File: src/rtl/uart_pkg.sv
// Shared 8N1 UART definitions: receiver state encoding, frame geometry and baud divisor maths.
package uart_pkg;

  typedef enum logic [2:0] {
    StIdle,
    StStart,
    StData,
    StStop,
    StBreak
  } uart_state_e;

  localparam int unsigned BITS_PER_PACK = 10;
  localparam int unsigned DATA_BITS     = BITS_PER_PACK - 2;

  // Rounded clocks-per-bit, shared with the transmitter so both ends agree on the divisor.
  function automatic int unsigned calc_cnt_per_baud(input int unsigned clk_freq,
                                                    input int unsigned baud);
    return (clk_freq + baud / 2) / baud;
  endfunction

endpackage

File: src/rtl/uart_sync2.sv
// Two-flop synchroniser for a single asynchronous input, with a selectable reset value.
module uart_sync2 #(
  parameter logic ResetVal = 1'b1
) (
  input  logic clk_i,
  input  logic rst_i,
  input  logic d_i,
  output logic q_o
);

  logic [1:0] sync_q, sync_d;

  always_comb begin
    sync_d = {sync_q[0], d_i};
  end

  always_ff @(posedge clk_i) begin
    if (rst_i) begin
      sync_q <= {2{ResetVal}};
    end else begin
      sync_q <= sync_d;
    end
  end

  assign q_o = sync_q[1];

endmodule

File: src/rtl/uart_rx.sv
// 8N1 UART receiver: finds the start edge, samples each bit at its centre and strobes the result
// as either rx_ok (good stop bit) or frame_err (stop bit low).
module uart_rx
  import uart_pkg::*;
#(
  parameter int unsigned CLK_FREQ     = 50000000,
  parameter int unsigned BAUD         = 115200,
  parameter int unsigned CNT_PER_BAUD = calc_cnt_per_baud(CLK_FREQ, BAUD),
  parameter int unsigned HALF_BAUD    = CNT_PER_BAUD / 2
) (
  input  logic       clk,
  input  logic       rst,
  input  logic       rx,
  output logic [7:0] rx_data,
  output logic       rx_ok,
  output logic       frame_err,
  output logic       rx_busy
);

  localparam int unsigned CntW = $clog2(CNT_PER_BAUD);
  localparam int unsigned IdxW = $clog2(DATA_BITS);

  localparam logic [CntW-1:0] CntLast    = CntW'(CNT_PER_BAUD - 1);
  localparam logic [CntW-1:0] HalfLast   = CntW'(HALF_BAUD - 1);
  localparam logic [CntW-1:0] SyncSettle = CntW'(2);
  localparam logic [IdxW-1:0] LastBit    = IdxW'(DATA_BITS - 1);

  uart_state_e          state_q, state_d;
  logic [CntW-1:0]      cnt_q, cnt_d;
  logic [IdxW-1:0]      bit_idx_q, bit_idx_d;
  logic [DATA_BITS-1:0] shift_q, shift_d;
  logic [DATA_BITS-1:0] rx_data_q, rx_data_d;
  logic                 rx_ok_q, rx_ok_d;
  logic                 frame_err_q, frame_err_d;
  logic                 rx_prev_q;
  logic                 rx_s;

  uart_sync2 #(
    .ResetVal(1'b1)
  ) u_sync (
    .clk_i(clk),
    .rst_i(rst),
    .d_i  (rx),
    .q_o  (rx_s)
  );

  always_comb begin
    state_d     = state_q;
    cnt_d       = cnt_q + 1'b1;
    bit_idx_d   = bit_idx_q;
    shift_d     = shift_q;
    rx_data_d   = rx_data_q;
    rx_ok_d     = 1'b0;
    frame_err_d = 1'b0;

    unique case (state_q)
      StIdle: begin
        cnt_d = '0;
        if (rx_prev_q && !rx_s) begin
          state_d = StStart;
        end
      end
      StStart: begin
        if (cnt_q == HalfLast) begin
          cnt_d     = '0;
          bit_idx_d = '0;
          state_d   = rx_s ? StIdle : StData;
        end
      end
      StData: begin
        if (cnt_q == CntLast) begin
          cnt_d            = '0;
          shift_d[bit_idx_q] = rx_s;
          if (bit_idx_q == LastBit) begin
            state_d = StStop;
          end else begin
            bit_idx_d = bit_idx_q + 1'b1;
          end
        end
      end
      StStop: begin
        if (cnt_q == CntLast) begin
          cnt_d = '0;
          if (rx_s) begin
            rx_data_d = shift_q;
            rx_ok_d   = 1'b1;
            state_d   = StIdle;
          end else begin
            frame_err_d = 1'b1;
            state_d     = StBreak;
          end
        end
      end
      StBreak: begin
        // The synchroniser resets high, so its output is not trusted until it has refilled.
        if (cnt_q == SyncSettle) begin
          cnt_d = cnt_q;
          if (rx_s) begin
            cnt_d   = '0;
            state_d = StIdle;
          end
        end
      end
      default: begin
        cnt_d   = '0;
        state_d = StBreak;
      end
    endcase
  end

  always_ff @(posedge clk) begin
    if (rst) begin
      state_q     <= StBreak;
      cnt_q       <= '0;
      bit_idx_q   <= '0;
      shift_q     <= '0;
      rx_data_q   <= '0;
      rx_ok_q     <= 1'b0;
      frame_err_q <= 1'b0;
      rx_prev_q   <= 1'b1;
    end else begin
      state_q     <= state_d;
      cnt_q       <= cnt_d;
      bit_idx_q   <= bit_idx_d;
      shift_q     <= shift_d;
      rx_data_q   <= rx_data_d;
      rx_ok_q     <= rx_ok_d;
      frame_err_q <= frame_err_d;
      rx_prev_q   <= rx_s;
    end
  end

  assign rx_data   = rx_data_q;
  assign rx_ok     = rx_ok_q;
  assign frame_err = frame_err_q;
  assign rx_busy   = (state_q != StIdle);

endmodule

File: config.mk
export PLATFORM = sky130hd
export DESIGN_NAME = uart_rx
export DESIGN_NICKNAME = d
export VERILOG_FILES = /design/src/rtl/uart_pkg.sv /design/src/rtl/uart_sync2.sv /design/src/rtl/uart_rx.sv
export SDC_FILE = /design/constraint.sdc
export NUM_CORES = 1
export LEC_CHECK = 0
export ABC_AREA = 1
export BUFFER_PORTS_ARGS = -buffer_cell sky130_fd_sc_hd__buf_2
export CAP_MARGIN = 20
export CORE_ASPECT_RATIO = 0.5
export CORE_UTILIZATION = 45
export CTS_CLUSTER_DIAMETER = 120
export DETAILED_ROUTE_END_ITERATION = 8
export GPL_TIMING_DRIVEN = 0
export PLACE_DENSITY = 0.61
export SETUP_SLACK_MARGIN = 0.02
export SYNTH_ARGS = -nofsm -noshare
export SYNTH_HDL_FRONTEND = slang
export SYNTH_SLANG_ARGS = --single-unit
File: constraint.sdc
create_clock -name clk -period 1.7 [get_ports clk]
set_input_delay 0.17 -clock clk [delete_from_list [all_inputs] [get_ports clk]]
set_output_delay 0.17 -clock clk [all_outputs]
set_load 0.02 [all_outputs]
# ---- Yosys cells after proc, flatten, opt, wreduce, memory -nomap -nowiden
# Cells that the tools add are included.
dict set report op_classes {
  n_addsub 2
  n_mul 0
  div_mod_pow 0
  order_cmp 2
  eq_ne 17
  shifts 0
  muxes 24
  bitwise 2
  reduce_logical 12
}
# operator count
set ops {}
lappend ops {{9-bit 2-to-1 mux} 4}
lappend ops {{3-bit 2-to-1 mux} 11}
lappend ops {{9-bit case mux with 3 select lines} 1}
lappend ops {{3-bit case mux with 5 select lines} 1}
lappend ops {{2-bit inequality test (second input constant)} 7}
lappend ops {{9-bit by 1-bit adder with 9-bit output (second input constant)} 1}
lappend ops {{9-bit by 2-bit == test with 1-bit output (second input constant)} 1}
lappend ops {{9-bit by 8-bit == test with 1-bit output (second input constant)} 1}
lappend ops {{9-bit == test (second input constant)} 1}
lappend ops {{8-bit bitwise mux} 1}
lappend ops {{7-bit AND reduction} 1}
lappend ops {{3-bit by 2-bit == test with 1-bit output (second input constant)} 2}
lappend ops {{3-bit == test (second input constant)} 2}
lappend ops {{3-bit case mux with 2 select lines} 1}
lappend ops {{3-bit by 4-bit < comparator with 1-bit output (second input constant)} 1}
lappend ops {{4-bit AND reduction} 1}
lappend ops {{3-bit by 1-bit adder with 3-bit output (second input constant)} 1}
lappend ops {{1-bit demux with 3-bit select} 1}
lappend ops {{3-bit by 1-bit == test with 1-bit output (second input constant)} 1}
lappend ops {{3-bit by 1-bit greater-or-equal comparator with 1-bit output (second input constant)} 1}
lappend ops {{3-bit zero test} 1}
lappend ops {{1-bit 2-to-1 mux} 3}
lappend ops {{3-bit by 2-bit inequality test with 1-bit output (second input constant)} 1}
lappend ops {{3-bit AND reduction} 1}
lappend ops {{10 further kinds} 12}
dict set report totals {
  register_bits 36
  latchBits 0
  ramBits 0
  mem_bits_ro 0
  inputBits 3
  output_inout_bits 11
  word_cells 68
  memories 0
}

# ---- Logic depth before layout (Yosys ltp)
# Gate-level depths: netlist of run 1.
dict set report logic_depth {
  depth_word 5
  ltp_mapped 12
  depth_no_buf 12
}

# ---- Hierarchy
# Synthesis of run 1 repeated with hierarchy kept, for this count alone.
dict set report unflattened {
  hier_cells 250
  hier_area_um2 1761.7
}
# mod instances cells_each area_each_um2
set modules_own_cells {}
lappend modules_own_cells {uart_rx 1 243 1702.9}
lappend modules_own_cells {uart_sync2 1 7 58.8}

# ---- Worst setup path after synthesis of run 1
# OpenSTA, ideal clock, no wires.
dict set report synth_timing {
  path_kind {register to register}
  startpoint {register cnt_q[1]}
  endpoint {register cnt_q[3]}
  arrival_ns 1.322
  t_required_ns 1.568
  setup_slack_ns 0.246
  path_stages_with_launch 10
  n_path_buf 0
  synth_period_minus_slack_ns 1.454
  cell_sequence {dfxtp_1 inv_1 ha_1 nand2_1 nor2_1 nand2_1 o21ai_0 nand3_2 nor2_1 nor3_1}
}
dict set report synth_via {
  elab_chain_len 3
  word_cells_on_any_way 9
  cone_classes {1 x add/sub; 4 x eq/ne; 4 x mux}
}
# element line_no
set synth_rtl {}
lappend synth_rtl {{start, declared} uart_rx.sv:29} ;# logic [CntW-1:0] cnt_q, cnt_d;
lappend synth_rtl {{start signal, assigned} uart_rx.sv:123} ;# cnt_q <= cnt_d;
lappend synth_rtl {{9-bit by 1-bit adder with 9-bit output (tied with other cells)} uart_rx.sv:49} ;# cnt_d = cnt_q + 1'b1;
lappend synth_rtl {{9-bit 2-to-1 mux, on equally long branches} --}
lappend synth_rtl {{9-bit case mux with 3 select lines} uart_rx.sv:56} ;# unique case (state_q)
# Several ways; a longest one is shown, not always the timed one.
# A chain may end at the register's enable or synchronous reset.

# ---- Worst setup path after layout of run 1
dict set report layout_timing {
  startpoint {register state_q[1]}
  endpoint {register state_q[1]}
}
dict set report layout_via {
  elab_chain_len 3
  word_cells_on_any_way 14
  cone_classes {11 x eq/ne; 1 x mux; 2 x reduce/logical}
}
# element line_no
set layout_rtl {}
lappend layout_rtl {{start, declared} uart_rx.sv:28} ;# uart_state_e state_q, state_d;
lappend layout_rtl {{start signal, assigned} uart_rx.sv:113} ;# state_q <= StBreak;
lappend layout_rtl {{start signal, assigned} uart_rx.sv:122} ;# state_q <= state_d;
lappend layout_rtl {{3-bit == test (tied with other cells)} uart_rx.sv:56}
lappend layout_rtl {{2-bit by 1-bit inequality test with 1-bit output (no source line) / 2-bit inequality test (equally long branches)} --}
lappend layout_rtl {{7-bit AND reduction (no source line)} --}
# Several ways; a longest one is shown, not always the timed one.

==> flow_summary.yaml, run 1 <==
pwr:
  p_leak_nw: 0.9026
  total_power_mw: 2.305
  max-vdd-ir-drop_v: 0.0006567
  powerDensity_nw_per_um2: 1132
final_layout:
  drive_above_1_share: 0.2357
  multi_input_area_um2: 910.9
  n_antenna_cell: 0
  regArea_um2: 721.9
  synthToLayoutAreaGrowth_pct: 17.05
  final_area_um2: 2036
  fillers: 366
  fin_util: 0.5709
  fin_nets: 271
critical_path:
  reg2regPathDepth: 10
  worstSetupStartpointType: "flip-flop"
  cp_max_fo: 6
  cp.required_ns: 1.88
  end_kind: "flip-flop"
  r2r_end: "state_q[1]$_SDFFE_PP0P_"
  arrival_ns: 1.77
  r2r_slack_ns: 0.11
  path_class: "reg -> reg"
  r2r_start: "state_q[1]$_SDFFE_PP0P_"
sta:
  finalCritPeriodShare: 0.9326
  hold_viol: 0
  min_period_ns: 1.585
  rsz0062_at_grt: "no"
  worst_slew_pin_slew_ns: 0.5307
  setup_violations: 0
  timing.final.max_slew_violations: 0
  clock.fmax_mhz: 630.8
  slew-limit-headroom: 0.6462
  skew_ns: 0.009492
logic_synthesis:
  syn_avg_cell_area_um2: 7.307
  ys_warn_count: 0
  synth_top_area_share: 0.4144
  synth_top_area_cell: "dfxtp_1"
  yosysMostFrequentCell: "nand2_1"
  synthFlopType: "dfxtp_1"
  postSynthCellCount: 238
  synth_seq_cells: 36
  synth_cell_type_count: 27
  syn_area_um2: 1739
  synth_edf_count: 0
  synthTopCellsByArea: "dfxtp_1 (41%), nand2_1 (11%), nor2_1 (6.9%)"
  yosysSeqAreaShare: 0.4144
  ys_top_cells_by_count: "nand2_1 (52), dfxtp_1 (36), nor2_1 (32)"
  async_flop_share: 0
  syn_nets: 247
clock_tree:
  clkLatencyLatePin_ns: 0.29
  cts.clk_slew.worst_paths_ns: 0.07
  tritoncts: "built"
  hold_buffers: 0
  cts_buffers: 5
  clock-sinks: 36
  cts_root_buffer: "clkbuf_8"
  htreeDepth: 2
  clk_path_buf_depth: 2
drt:
  route.met2.wl_um: 1549
  drt-met1-wl_um: 1736
  routed.top_layer: "met4"
  drt_iter0_drc: 36
  vias_per_cell: 4.799
  ant_nets: 0
  route.detailed.drc: 0
  dr_total_vias: 1507
  wl_per_cell_um: 11.07
  wl_met3_um: 146
  firstDrtPassIters: 4
  wirelength_um: 3477
die:
  core_area_um2: 3566
  die_w_um: 89.92
  fp.dieH_um: 45.96
  initial_core_util: 0.4877
  die_area_um2: 4133
  row_count: 15
  ioPinCount: 14
placement:
  place_area_um2: 1868
  dp_hpwl_um: 2494
  port_buffers: 13
  globalplace.congestion: 0.8201
grt:
  grt_pass1_vias: 1305
  grt_pass1_wl_um: 5768
  grt_overflow: 0
  grt_max_degree: 13
  track_usage: 0.1805
  antenna_found_initial: 0
min_path:
  worstHoldEndpoint: "u_sync.sync_q[0]$_SDFF_PP1_"
  hold_depth: 2
  worstHoldStart: "rx"
  hold_class: "in -> reg"
run_status:
  outcome: "completed"
job:
  drv_cap: 0
registers in the layout, indices dropped and copies added, names as in the netlist:
signal	flops
cnt_q	9
rx_data	8
state_q	3
rx_ok	1
bit_idx_q	3
frame_err	1
rx_prev_q	1
shift_q	8
u_sync.sync_q	2
logic make-up (layout without fill, tap and decap cells):
group                      after synthesis  after routing  share of synthesized area
and+or+nand+nor                        114            114                     0.3029
buffers and inverters                   37             62                    0.08992
adders and majority gates                6              6                    0.04316
DFF                                     36             36                     0.4144
xor gates and xnor gates                 2              2                    0.01007
AOI/OAI and AO/OA                       43             43                     0.1396
worst max-delay path, stage by stage, from the launching register on:
cell	delay (ns)
dfxtp_1	0.48
inv_2	0.12
nor3_4	0.26
buf_4	0.18
nand2_1	0.05
nand2_1	0.07
inv_2	0.06
nand2_2	0.08
inv_1	0.05
nor2_1	0.08
nor2_1	0.05
cells in the final DEF (no fill, tap or decap), drive strengths merged, types with 2 or more instances in the layout:
cell type  count
a211oi         4
a21oi         18
buf           19
clkbuf         8
clkinv         3
dfxtp         36
ha             6
inv           32
nand2         56
nand3          8
nor2          35
nor3          11
o21ai         20
or2            2
xor2           2
cell type report:
| type | instances | area share |
|---|---|---|
| multi-input cells | 165 | 0.4475 |
| flip-flops and latches | 36 | 0.3546 |
| inverters | 32 | 0.05900 |
| repair buffers | 17 | 0.04671 |
| clock buffers | 5 | 0.03380 |
| well taps | 51 | 0.03135 |
| plain buffers | 5 | 0.01782 |
| clock inverters | 3 | 0.009219 |
metrics by stage:
step                      instances  worst slack [ns]  hold WS (ns)   TNS, ns
after CTS                       310           0.06313       0.05377         0
after global routing            314          0.003090       0.07135         0
after floorplan                 238            0.2458        0.2738         0
after detailed placement        302          -0.05811        0.3603   -0.1623
after global placement          302          -0.02695        0.3533  -0.05112
final                           314            0.1146       0.06276         0
repair_timing:
action | in CTS | in global routing
resized for setup | 3 | 14
setup buffers | 0 | 4
endpoints found under the setup margin | 4 | 27
pin swaps | 1 | 4
routing by layer:
layer  global-route usage  vias up
met5                    0        -
met4              0.06774        0
met3              0.05500        8
met2               0.3046       26
met1               0.2255      668
li1                     -      805
how the worst max path moves through the flow:
| stage | startpoint | endpoint | slack, ns |
|---|---|---|---|
| after global placement | cnt_q[1]$_SDFFE_PP0P_ | cnt_q[3]$_SDFFE_PP0P_ | -0.03 |
| after global routing | state_q[1]$_SDFFE_PP0P_ | bit_idx_q[0]$_SDFFE_PP0P_ | 0.003 |
| final | state_q[1]$_SDFFE_PP0P_ | state_q[1]$_SDFFE_PP0P_ | 0.11 |
| after floorplan | cnt_q[1]$_SDFFE_PP0P_ | cnt_q[3]$_SDFFE_PP0P_ | 0.25 |
| after CTS | cnt_q[1]$_SDFFE_PP0P_ | cnt_q[5]$_SDFFE_PP0P_ | 0.06 |
| after detailed placement | cnt_q[1]$_SDFFE_PP0P_ | cnt_q[5]$_SDFFE_PP0P_ | -0.06 |
power breakdown:
group | switching, mW | leakage [nW] | internal (mW)
Clock | 0.321 | 0.0479 | 0.286
Combinational | 0.428 | 0.563 | 0.253
Sequential | 0.106 | 0.292 | 0.912
(Power assumes the default switching activity.)
==> run 2: changes to the inputs <==
--- a/config.mk
+++ b/config.mk
@@ -6,7 +6,7 @@
 export NUM_CORES = 1
 export LEC_CHECK = 0
 export ABC_AREA = 1
-export BUFFER_PORTS_ARGS = -buffer_cell sky130_fd_sc_hd__buf_2
+export BUFFER_PORTS_ARGS = -buffer_cell sky130_fd_sc_hd__buf_4
 export CAP_MARGIN = 20
 export CORE_ASPECT_RATIO = 0.5
 export CORE_UTILIZATION = 45
==> run 2 against run 1 <==
  * Wire length decreased by 2.8%
  * Combinational power down 11%
  * Sequential power about the same
  * Clock power increased by 21%
  * Cell count is 0.64% lower
  * Global-route usage shrank 0.11 points
  * Die area unchanged
  * Register-to-register slack better by 0.03 ns
  * Count of clock-buffer cells in the layout increased by 1
  * Maximum frequency increased by 2.1%
  * Highest routed layer unchanged
==> flow_summary.yaml, run 2 (synthesis results as in run 1) <==
die:
  core_area_um2: 3566
  die_w_um: 89.92
  initial_core_util: 0.4877
  fp.dieH_um: 45.96
  die_area_um2: 4133
  ioPinCount: 14
  row_count: 15
pwr:
  powerDensity_nw_per_um2: 1135
  p_leak_nw: 0.8949
  total_power_mw: 2.352
  max-vdd-ir-drop_v: 0.0007614
final_layout:
  layout_common_cells: "nand2_1 (51), dfxtp_1 (33), nor2_1 (31)"
  synthToLayoutAreaGrowth_pct: 19.21
  top_register: "cnt_q"
  final_common_cell: "nand2_1"
  final_area_um2: 2073
  largest_register_ffs: 9
  drive_above_1_share: 0.2107
  n_antenna_cell: 0
  fin_nets: 269
critical_path:
  cp_max_fo: 8
  end_kind: "flip-flop"
  arrival_ns: 1.78
  path_class: "reg -> reg"
  worstSetupStartpointType: "flip-flop"
  cp.required_ns: 1.92
drt:
  wirelength_um: 3381
  vias_per_cell: 4.750
  ant_nets: 0
  route.detailed.drc: 0
  wl_per_cell_um: 10.84
  drt_iter0_drc: 23
  dr_total_vias: 1482
  firstDrtPassIters: 4
placement:
  place_ws_ns: -0.03453
  dp_hpwl_um: 2481
  globalplace.congestion: 0.8341
  port_buffers: 13
  place_area_um2: 1901
clock_tree:
  cts_buffers: 5
  clkLatencyLatePin_ns: 0.28
  hold_buffers: 0
  cts.clk_slew.worst_paths_ns: 0.07
  clock-sinks: 36
  tritoncts: "built"
  htreeDepth: 2
  cts_root_buffer: "clkbuf_8"
  clk_path_buf_depth: 2
grt:
  track_usage: 0.1794
  antenna_found_initial: 0
  grt_pass1_wl_um: 5733
  grt_max_degree: 12
  grt_overflow: 0
  grt_pass1_vias: 1323
sta:
  setup_ws_ns: 0.1478
  clock.fmax_mhz: 644.2
  slew-limit-headroom: 0.6201
  worst_slew_pin_slew_ns: 0.5698
  hold_viol: 0
  skew_ns: 0.008689
  timing.final.max_slew_violations: 0
  finalCritPeriodShare: 0.9131
  min_period_ns: 1.552
  rsz0062_at_grt: "yes"
  setup_violations: 0
min_path:
  hold_class: "in -> reg"
run_status:
  outcome: "completed"
job:
  drv_cap: 0
[run 2: worst paths after layout]
check	from	end	slack, ns	cells past startpoint
setup reg to reg	cnt_q[1]$_SDFFE_PP0P_	rx_data[6]$_SDFFE_PP0P_	0.15	11
hold reg to reg	u_sync.sync_q[0]$_SDFF_PP1_	u_sync.sync_q[1]$_SDFF_PP1_	0.41	1
setup / recovery	cnt_q[1]$_SDFFE_PP0P_	rx_data[6]$_SDFFE_PP0P_	0.15	11
hold / removal	rx	u_sync.sync_q[0]$_SDFF_PP1_	0.07	2
[run 2: timing repair]
item                       4_1_cts  5_1_grt
setup endpoints to repair        4       29
pin swaps                        0        5
resized for setup                2       11
cloned                           0        1
setup buffers                    0        1
[run 2: final cells by class]
class                           instances  area, um^2
Inverter                               32       120.1
Sequential cell                        36       724.4
Fill cell                             335        1493
Multi-Input combinational cell        165       890.9
Clock buffer                            6       72.57
Clock inverter                          2       35.03
Timing Repair Buffer                   15       130.1
Buffer                                  5       36.28
Tap cell                               51       63.81
[run 2: metal layers]
layer | GRT usage | share of wire | up-vias
met4 | 0.04839 | 0.0071 | 0
met3 | 0.05500 | 0.032 | 4
li1 | - | - | 799
met5 | 0 | 0 | -
met1 | 0.2278 | 0.53 | 665
met2 | 0.3062 | 0.43 | 14
[run 2: report_power, final]
| part | switching, mW | total (mW) | internal (mW) |
|---|---|---|---|
| logic | 0.392 | 0.606 | 0.214 |
| clock network | 0.297 | 0.732 | 0.435 |
| registers | 0.0987 | 1.01 | 0.916 |
| total | 0.787 | 2.35 | 1.57 |
[run 2: metrics by stage]
| stage | util | hold slack, ns | setup TNS, ns | instances |
|---|---|---|---|---|
| finish | 0.5814 | 0.06829 | 0 | 312 |
| global route | 0.5814 | 0.05595 | 0 | 312 |
| CTS | 0.5653 | 0.05958 | 0 | 310 |
| detailed placement | 0.5330 | 0.3571 | -0.06826 | 302 |
| global placement | 0.5330 | 0.3541 | -0.05932 | 302 |
| floorplan | - | 0.2738 | 0 | 238 |
[run 2: critical path, stage by stage, from the launching register on]
cell     delay [ns]
dfxtp_2        0.34
inv_2          0.07
ha_1           0.14
nand2_1        0.05
nor2_1         0.11
nand2_2        0.14
inv_2          0.10
nand2_4        0.07
nor2_8         0.19
buf_12         0.14
o21ai_2        0.05
a21oi_2        0.11
